### config.mk
export PLATFORM = sky130hd
export DESIGN_NAME = reg_pair_tx
export DESIGN_NICKNAME = d
export VERILOG_FILES = /design/src/rtl/reg_pair_pkg.sv /design/src/rtl/reg_pair_tx_piso_shreg.sv /design/src/rtl/reg_pair_tx.sv
export SDC_FILE = /design/constraint.sdc
export NUM_CORES = 1
export LEC_CHECK = 0
export CORE_ASPECT_RATIO = 0.6
export CORE_UTILIZATION = 51
export DETAILED_ROUTE_END_ITERATION = 10
export PLACE_DENSITY = 0.83
export REMOVE_ABC_BUFFERS = 1
export SLEW_MARGIN = 20
export SYNTH_ARGS = -nofsm -noshare
export SYNTH_HDL_FRONTEND = slang
export SYNTH_SLANG_ARGS = --single-unit
### constraint.sdc
create_clock -name clk -period 2.9 [get_ports clk]
set_input_delay 0.725 -clock clk [delete_from_list [all_inputs] [get_ports clk]]
set_output_delay 0.725 -clock clk [all_outputs]
set_load 0.01 [all_outputs]
### src/rtl/reg_pair_pkg.sv
// Shared definitions for both ends of the x/y register-pair serial link:
// FSM states, default field widths/reset values, and the frame length.
package reg_pair_pkg;

    typedef enum logic {
        IDLE  = 1'b0,
        SHIFT = 1'b1
    } state_t;

    localparam int X_WIDTH_D = 3;
    localparam int Y_WIDTH_D = 8;
    localparam int X_INIT_D  = 5;
    localparam int Y_INIT_D  = 5;

    function automatic int frame_len(input int x_width, input int y_width);
        return x_width + y_width;
    endfunction

endpackage

### src/rtl/reg_pair_tx_piso_shreg.sv
// Parallel-in serial-out shift register: load wins over shift, shifts
// right by one with a zero fill in the MSB, LSB presented on dout.
module piso_shreg #(
    parameter int WIDTH = 8
) (
    input  logic             clk,
    input  logic             srst,
    input  logic             load,
    input  logic             shift_en,
    input  logic [WIDTH-1:0] din,
    output logic             dout
);

    logic [WIDTH-1:0] sh_reg;
    logic [WIDTH-1:0] sh_next;

    generate
        for (genvar gi = 0; gi < WIDTH - 1; gi++) begin : g_shift
            assign sh_next[gi] = sh_reg[gi+1];
        end
    endgenerate
    assign sh_next[WIDTH-1] = 1'b0;

    always_ff @(posedge clk) begin
        if (srst) begin
            sh_reg <= '0;
        end else if (load) begin
            sh_reg <= din;
        end else if (shift_en) begin
            sh_reg <= sh_next;
        end
    end

    assign dout = sh_reg[0];

endmodule

### src/rtl/reg_pair_tx.sv
// Serial transmitter for the x/y register pair: accepts a pair on a
// valid/ready handshake, holds it, and sends {y, x} LSB first.
module reg_pair_tx
    import reg_pair_pkg::*;
#(
    parameter int X_WIDTH = X_WIDTH_D,
    parameter int Y_WIDTH = Y_WIDTH_D,
    parameter int X_INIT  = X_INIT_D,
    parameter int Y_INIT  = Y_INIT_D
) (
    input  logic               clk,
    input  logic               rst,
    input  logic [X_WIDTH-1:0] x_in,
    input  logic [Y_WIDTH-1:0] y_in,
    input  logic               in_valid,
    output logic               in_ready,
    output logic               ser_out,
    output logic               ser_valid,
    output logic               done,
    output logic [X_WIDTH-1:0] x_out,
    output logic [Y_WIDTH-1:0] y_out
);

    localparam int N     = frame_len(X_WIDTH, Y_WIDTH);
    localparam int CNT_W = (N > 1) ? $clog2(N) : 1;

    state_t             state_reg, state_next;
    logic [CNT_W-1:0]   cnt_reg, cnt_next;
    logic [X_WIDTH-1:0] x_reg;
    logic [Y_WIDTH-1:0] y_reg;
    logic               accept;
    logic               last_bit;
    logic               shreg_bit;

    assign accept   = (state_reg == IDLE) && in_valid;
    assign last_bit = (state_reg == SHIFT) && (cnt_reg == CNT_W'(N - 1));

    always_comb begin
        state_next = state_reg;
        cnt_next   = cnt_reg;
        case (state_reg)
            IDLE: begin
                if (accept) begin
                    state_next = SHIFT;
                    cnt_next   = '0;
                end
            end
            SHIFT: begin
                // Parking the counter at 0 keeps it within 0..N-1.
                if (last_bit) begin
                    state_next = IDLE;
                    cnt_next   = '0;
                end else begin
                    cnt_next = cnt_reg + CNT_W'(1);
                end
            end
            default: begin
                state_next = IDLE;
                cnt_next   = '0;
            end
        endcase
    end

    always_ff @(posedge clk) begin
        if (rst) begin
            state_reg <= IDLE;
            cnt_reg   <= '0;
            x_reg     <= X_WIDTH'(X_INIT);
            y_reg     <= Y_WIDTH'(Y_INIT);
        end else begin
            state_reg <= state_next;
            cnt_reg   <= cnt_next;
            if (accept) begin
                x_reg <= x_in;
                y_reg <= y_in;
            end
        end
    end

    piso_shreg #(
        .WIDTH(N)
    ) u_shreg (
        .clk     (clk),
        .srst    (rst),
        .load    (accept),
        .shift_en(state_reg == SHIFT),
        .din     ({y_in, x_in}),
        .dout    (shreg_bit)
    );

    assign in_ready  = (state_reg == IDLE);
    assign ser_valid = (state_reg == SHIFT);
    assign ser_out   = (state_reg == SHIFT) && shreg_bit;
    assign done      = last_bit;
    assign x_out     = x_reg;
    assign y_out     = y_reg;

endmodule

==> results of run 1 <==
==> logic make-up after synthesis <==
group	count (synthesis)	share of synthesized area
buf+inv	13	0.0554
compound gates	23	0.108
flops	27	0.470
fa+ha+maj	2	0.0217
mux	11	0.107
simple gates	62	0.239
==> routing by layer <==
| metal | global-route usage | part of all wire | up-vias |
|---|---|---|---|
| li1 | - | - | 506 |
| met1 | 0.276 | 0.45 | 446 |
| met2 | 0.415 | 0.46 | 47 |
| met3 | 0.0676 | 0.080 | 4 |
| met4 | 0.0682 | 0.0090 | 0 |
| met5 | 0 | 0 | - |
==> power groups by stage <==
stage	clock (mW)	combinational, mW	sequential (mW)
final	0.209	0.119	0.406
after global placement	0	0.114	0.413
after floorplan	0	0.0475	0.419
after global routing	0.225	0.131	0.409
after detailed placement	0	0.119	0.414
after CTS	0.213	0.119	0.406
==> cells in the final DEF, fill, tap and decap left out <==
master and instances:
a21oi_1 19, a31oi_1 1, a32oi_1 1, and2_1 1, and2b_1 1, buf_4 1, clkbuf_1 1, clkbuf_8 3
clkdlybuf4s50_1 28, dfxtp_1 27, ha_1 2, inv_1 3, inv_2 1, mux2_1 8, mux2_2 2, mux2i_1 1
nand2_1 44, nand2b_1 1, nand3_1 2, nand3b_1 5, nand4b_1 1, nor2_1 3, nor2b_1 1, nor3_1 2
o2111ai_1 1, o21ai_1 1, or3_1 1
==> worst paths after layout <==
kind / start / end / slack (ps) / cells past startpoint
worst max register to register: ser_valid / y_out[7] / 1380 / 4
worst max-delay path: cnt_reg[0] / done / 430 / 5
worst min register to register: y_out[3] / y_out[3] / 460 / 2
worst min-delay path: y_out[3] / y_out[3] / 460 / 2
==> layout make-up <==
class,count,area (um^2),area share
timing repair buffer,29,288,0.196
tap,28,35.0,0.0238
clock buffer,4,45.0,0.0306
sequential,27,541,0.368
inverter,4,15.0,0.0102
multi-input combinational,98,547,0.372
==> synthesized netlist by cell type <==
master and count:
nand4b_1 1, ha_1 2, nand2_1 44, or3_1 1, o21ai_1 1, and2b_1 1, and2_1 1, buf_2 3
a21oi_1 19, nand3b_1 5, clkbuf_1 4, mux2_2 2, inv_2 1, buf_4 1, nor3_1 2, buf_6 1
nand3_1 2, mux2_1 8, o2111ai_1 1, mux2i_1 1, nor2_1 3, nor2b_1 1, a31oi_1 1, dfxtp_1 27
a32oi_1 1, inv_1 3, nand2b_1 1
==> metrics by stage <==
stage                     power, mW  area [um^2]  hold slack (ps)  setup WS [ps]   util
after floorplan               0.466         1100              422           1050      -
after global placement        0.527         1430              435            571  0.719
after detailed placement      0.533         1430              442            513  0.719
after CTS                     0.738         1470              460            426  0.742
after global routing          0.765         1470              473            343  0.742
final                         0.735         1470              457            432  0.742
==> critical path, delay by kind of cell (launching register included) <==
kind | cells | cell delay [ps]
fa+ha+maj | 1 | 180
flops | 1 | 340
simple gates | 2 | 320
buf+inv | 2 | 630
==> impl_metrics.yaml, run 1 <==
pwr:
  swShare: 0.248
  p_seq_frac: 0.553
  cellPowerDensity_nw_per_um2: 500
  p_switching_mw: 0.182
  combPwrFrac: 0.162
  peakVddDrop_uv: 276
  p_leak_nw: 0.571
  p_int_mw: 0.553
  power_frac_clock: 0.285
detailed_routing:
  num_vias: 1003
  drtPass1Iterations: 4
  viasPerCell: 5.28
  drc: 0
  routed_wl_um: 2550
  ant_nets: 0
  wl_per_cell_um: 13.4
  drt_iter0_markers: 35
final_layout:
  num-nets-final: 179
  drive_above_1_share: 0.0432
  largest_register_ffs: 11
  diodes: 0
  instances_no_fill: 190
  final.fill_count: 157
  syn2layout_area_growth_pct: 27.7
worst_setup_path:
  critPathArrivalTime_ps: 1740
  critPathKind: "flip-flop to output port"
  crit_slowest_cell: "clkdlybuf4s50_1"
  critPathRequiredTime_ps: 2170
  slowest_delay_ps: 550
  worstPathCellList: "inv_1 -> ha_1 -> nand3b_1 -> nor2_1 -> clkdlybuf4s50_1"
  path_max_fanout: 4
  crit_path_end_kind: "output port"
  startpoint_type: "flip-flop"
global_route:
  grt_pass1_wl_um: 4210
  grtUsageTotal: 0.232
  grt_overflow_total: 0
  antenna_found_initial: 0
  grt_max_degree: 28
  grt_pass1_vias: 930
clock_tree:
  postCtsSetupBuffers: 0
  clk_path_buf_depth: 2
  clkTransAtPathRegs_ps: 90
  clockRootBuffer: "clkbuf_8"
  cts_tree: "built"
  cts_max_level: 1
  cts_resized: 0
  clkLatencyLatePin_ps: 270
  cts_buffers: 3
  clock-sinks: 27
  ctsHoldBuffers: 0
timing:
  slew_violations: 0
  finalSetupTns_ps: 0
  fin_skew_ps: 2.28
  slew_headroom: 0.387
  grt_setup_unrepaired: "no"
  fmax_mhz: 405
  final.period_utilization: 0.851
  worstMarginPinSlew_ps: 916
  fin_crit_ps: 2470
  finalHoldViolations: 0
  finalSetupViolCount: 0
logic_synthesis:
  yosysSeqAreaShare: 0.470
  syn_inst: 138
  synth_seq_cells: 27
  syn_area_um2: 1150
  avgSynthCellArea_um2: 8.34
  synth_top_area_cell: "dfxtp_1"
  ys_types: 27
  synth_top_area_frac: 0.470
  yosys_warnings: 0
  synth_area_leaders: "dfxtp_1 (47%), nand2_1 (14%), a21oi_1 (8.3%)"
hold_path:
  hold_class: "flip-flop to flip-flop"
placed_design:
  dp_hpwl_um: 1850
  port_buffers: 28
  dp.cells: 186
  place.gp.congestion: 0.732
flow_run:
  cap_violations: 0
die:
  start_util: 0.581
  dieHeight_um: 38.8
  placementRows: 12
  die_area_um2: 2460
  boundaryPins: 29
  die_w_um: 63.3
  core_region_area_um2: 1980
outcome:
  outcome: "finished, final reports clean"
Power figures use the tool's default switching activity.
==> run 2, diff against run 1 <==
--- a/config.mk
+++ b/config.mk
@@ -6,11 +6,12 @@
 export NUM_CORES = 1
 export LEC_CHECK = 0
 export CORE_ASPECT_RATIO = 0.6
-export CORE_UTILIZATION = 51
+export CORE_UTILIZATION = 52
 export DETAILED_ROUTE_END_ITERATION = 10
 export PLACE_DENSITY = 0.83
 export REMOVE_ABC_BUFFERS = 1
 export SLEW_MARGIN = 20
 export SYNTH_ARGS = -nofsm -noshare
 export SYNTH_HDL_FRONTEND = slang
+export SYNTH_HIERARCHICAL = 1
 export SYNTH_SLANG_ARGS = --single-unit
==> constraint.sdc (replaced) <==
create_clock -name clk -period 2.9 [get_ports clk]
set_input_delay 0.58 -clock clk [delete_from_list [all_inputs] [get_ports clk]]
set_output_delay 0.58 -clock clk [all_outputs]
set_load 0.01 [all_outputs]
==> run 2 against run 1 <==
Compared with the run above: combinational power grew 9%; final cell count fell by 2.6%; sequential power rose by 2%; sequential share of layout area fell by 1.2 points; routed wire length fell by 0.35%; non-clock buffer count stayed put.
==> impl_metrics.yaml, run 2 <==
outcome:
  outcome: "finished, final reports clean"
clock_tree:
  clkTransAtPathRegs_ps: 90
  postCtsSetupBuffers: 0
  clock-sinks: 27
  cts_max_level: 1
  clockRootBuffer: "clkbuf_8"
  ctsHoldBuffers: 0
  clkLatencyLatePin_ps: 270
  cts_tree: "built"
  cts_resized: 0
  cts_buffers: 3
  clk_path_buf_depth: 2
worst_setup_path:
  critPathArrivalTime_ps: 1800
  crit_slowest_cell: "clkdlybuf4s50_1"
  path_max_fanout: 5
  startpoint_type: "flip-flop"
  critPathKind: "flip-flop to output port"
  worstPathCellList: "ha_1 -> nand2_1 -> nor3_1 -> clkdlybuf4s50_1"
  critPathRequiredTime_ps: 2320
  crit_path_end_kind: "output port"
  slowest_delay_ps: 580
global_route:
  grt_util_met2: 0.376
  grtUsageTotal: 0.216
  grt_use_met1: 0.266
  grt_pass1_vias: 880
  antenna_found_initial: 0
  grt_max_degree: 28
  grt_overflow_total: 0
  grt_pass1_wl_um: 3990
  grt_busiest_layer: "met2"
  use_met3: 0.0698
final_layout:
  mostFrequentLayoutCells: "clkdlybuf4s50_1 (28), dfxtp_1 (27), nand2_1 (24)"
  largest_register_ffs: 11
  diodes: 0
  final_common_cell: "clkdlybuf4s50_1"
  final_cell_area_um2: 1520
  syn2layout_area_growth_pct: 25.5
  num-nets-final: 172
  drive_above_1_share: 0.0774
logic_synthesis:
  syn_inst: 129
  syn_area_um2: 1210
  ys_top_cells_by_count: "dfxtp_1 (27), nand2_1 (24), nor2b_1 (11)"
  synth_seq_cells: 27
  yosysSeqAreaShare: 0.447
  avgSynthCellArea_um2: 9.38
  ys_types: 30
  yosys_warnings: 6
  yosys_most_used_dff: "dfxtp_1"
  async_reset_ff_frac: 0
  synth_top_area_frac: 0.447
  synth.most_common_cell: "dfxtp_1"
  synth_area_leaders: "dfxtp_1 (45%), mux2i_1 (8.3%), nand2_1 (7.4%)"
  synth_top_area_cell: "dfxtp_1"
  synth_edf_count: 0
die:
  start_util: 0.555
  dieHeight_um: 39.4
  die_w_um: 64.3
  die_area_um2: 2530
  placementRows: 13
  boundaryPins: 29
  core_region_area_um2: 2180
timing:
  finalSetupViolCount: 0
  fmax_mhz: 420
  finalHoldViolations: 0
  finalSetupTns_ps: 0
  worstMarginPinSlew_ps: 1000
  grt_setup_unrepaired: "no"
  slew_headroom: 0.330
  fin_crit_ps: 2380
  fin_skew_ps: 2.41
  final.period_utilization: 0.821
  slew_violations: 0
detailed_routing:
  drc: 0
  routed_wl_um: 2540
  drtPass1Iterations: 4
  wl_per_cell_um: 13.7
  ant_nets: 0
  viasPerCell: 5.19
  drt_iter0_markers: 49
  num_vias: 960
pwr:
  p_seq_frac: 0.549
  p_leak_nw: 0.572
  cellPowerDensity_nw_per_um2: 495
  power_frac_clock: 0.278
  swShare: 0.251
  p_int_mw: 0.563
  p_switching_mw: 0.188
  combPwrFrac: 0.172
  peakVddDrop_uv: 309
placed_design:
  place.gp.congestion: 0.742
  dp_hpwl_um: 1810
  port_buffers: 28
  place_area_um2: 1470
hold_path:
  hold_class: "flip-flop to flip-flop"
flow_run:
  cap_violations: 0
[run 2: layout make-up]
| cell class | count | area, um^2 |
|---|---|---|
| fillers | 173 | 661 |
| well taps | 30 | 37.5 |
| repair buffers | 29 | 288 |
| clock buffers | 4 | 45.0 |
| inverters | 5 | 21.3 |
| multi-input cells | 90 | 587 |
| flip-flops and latches | 27 | 541 |
[run 2: final timing paths]
| check | depth (start not counted) | start | endpoint | slack, ps |
|---|---|---|---|---|
| hold reg to reg | 2 | y_out[1] | y_out[1] | 460 |
| hold / removal | 2 | y_out[1] | y_out[1] | 460 |
| setup / recovery | 4 | cnt_reg[1] | done | 520 |
| setup reg to reg | 5 | ser_valid | u_shreg/sh_reg[5] | 1030 |
[run 2: critical path, delay by kind of cell, from the launching register on]
kind,cells,cell delay [ps]
buf+inv,1,580
flops,1,410
simple gates,2,310
fa+ha+maj,1,230
[run 2: kinds of logic after synthesis]
logic type	share of synthesized area
buffers and inverters	0.0682
AO/OA/AOI/OAI	0.151
multiplexers	0.0827
AND/OR/NAND/NOR	0.231
adder cells (fa/ha/maj)	0.0207
flip-flops	0.447
[run 2: through the flow]
stage               worst slack [ps]  total power [mW]  std cells  hold slack (ps)  utilization
global placement                 798             0.545        181              447        0.676
global route                     388             0.790        185              491        0.697
finish                           520             0.752        185              464        0.697
CTS                              530             0.754        185              465        0.697
detailed placement               767             0.549        181              453        0.676
floorplan                        920             0.483        122              465            -
[run 2: routing by layer]
metal | up-vias | wire length, um | part of all wire
li1 | 496 | - | -
met4 | 0 | 8 | 0.0031
met3 | 2 | 124 | 0.049
met5 | - | 0 | 0
met1 | 436 | 1230 | 0.48
met2 | 26 | 1180 | 0.46
[run 2: power by group through the flow]
stage	registers (mW)	clock network (mW)	logic, mW
2_1_floorplan	0.425	0	0.0580
3_3_place_gp	0.420	0	0.125
5_1_grt	0.416	0.233	0.141
6_report	0.413	0.209	0.130
3_5_place_dp	0.421	0	0.128
4_1_cts	0.413	0.211	0.130
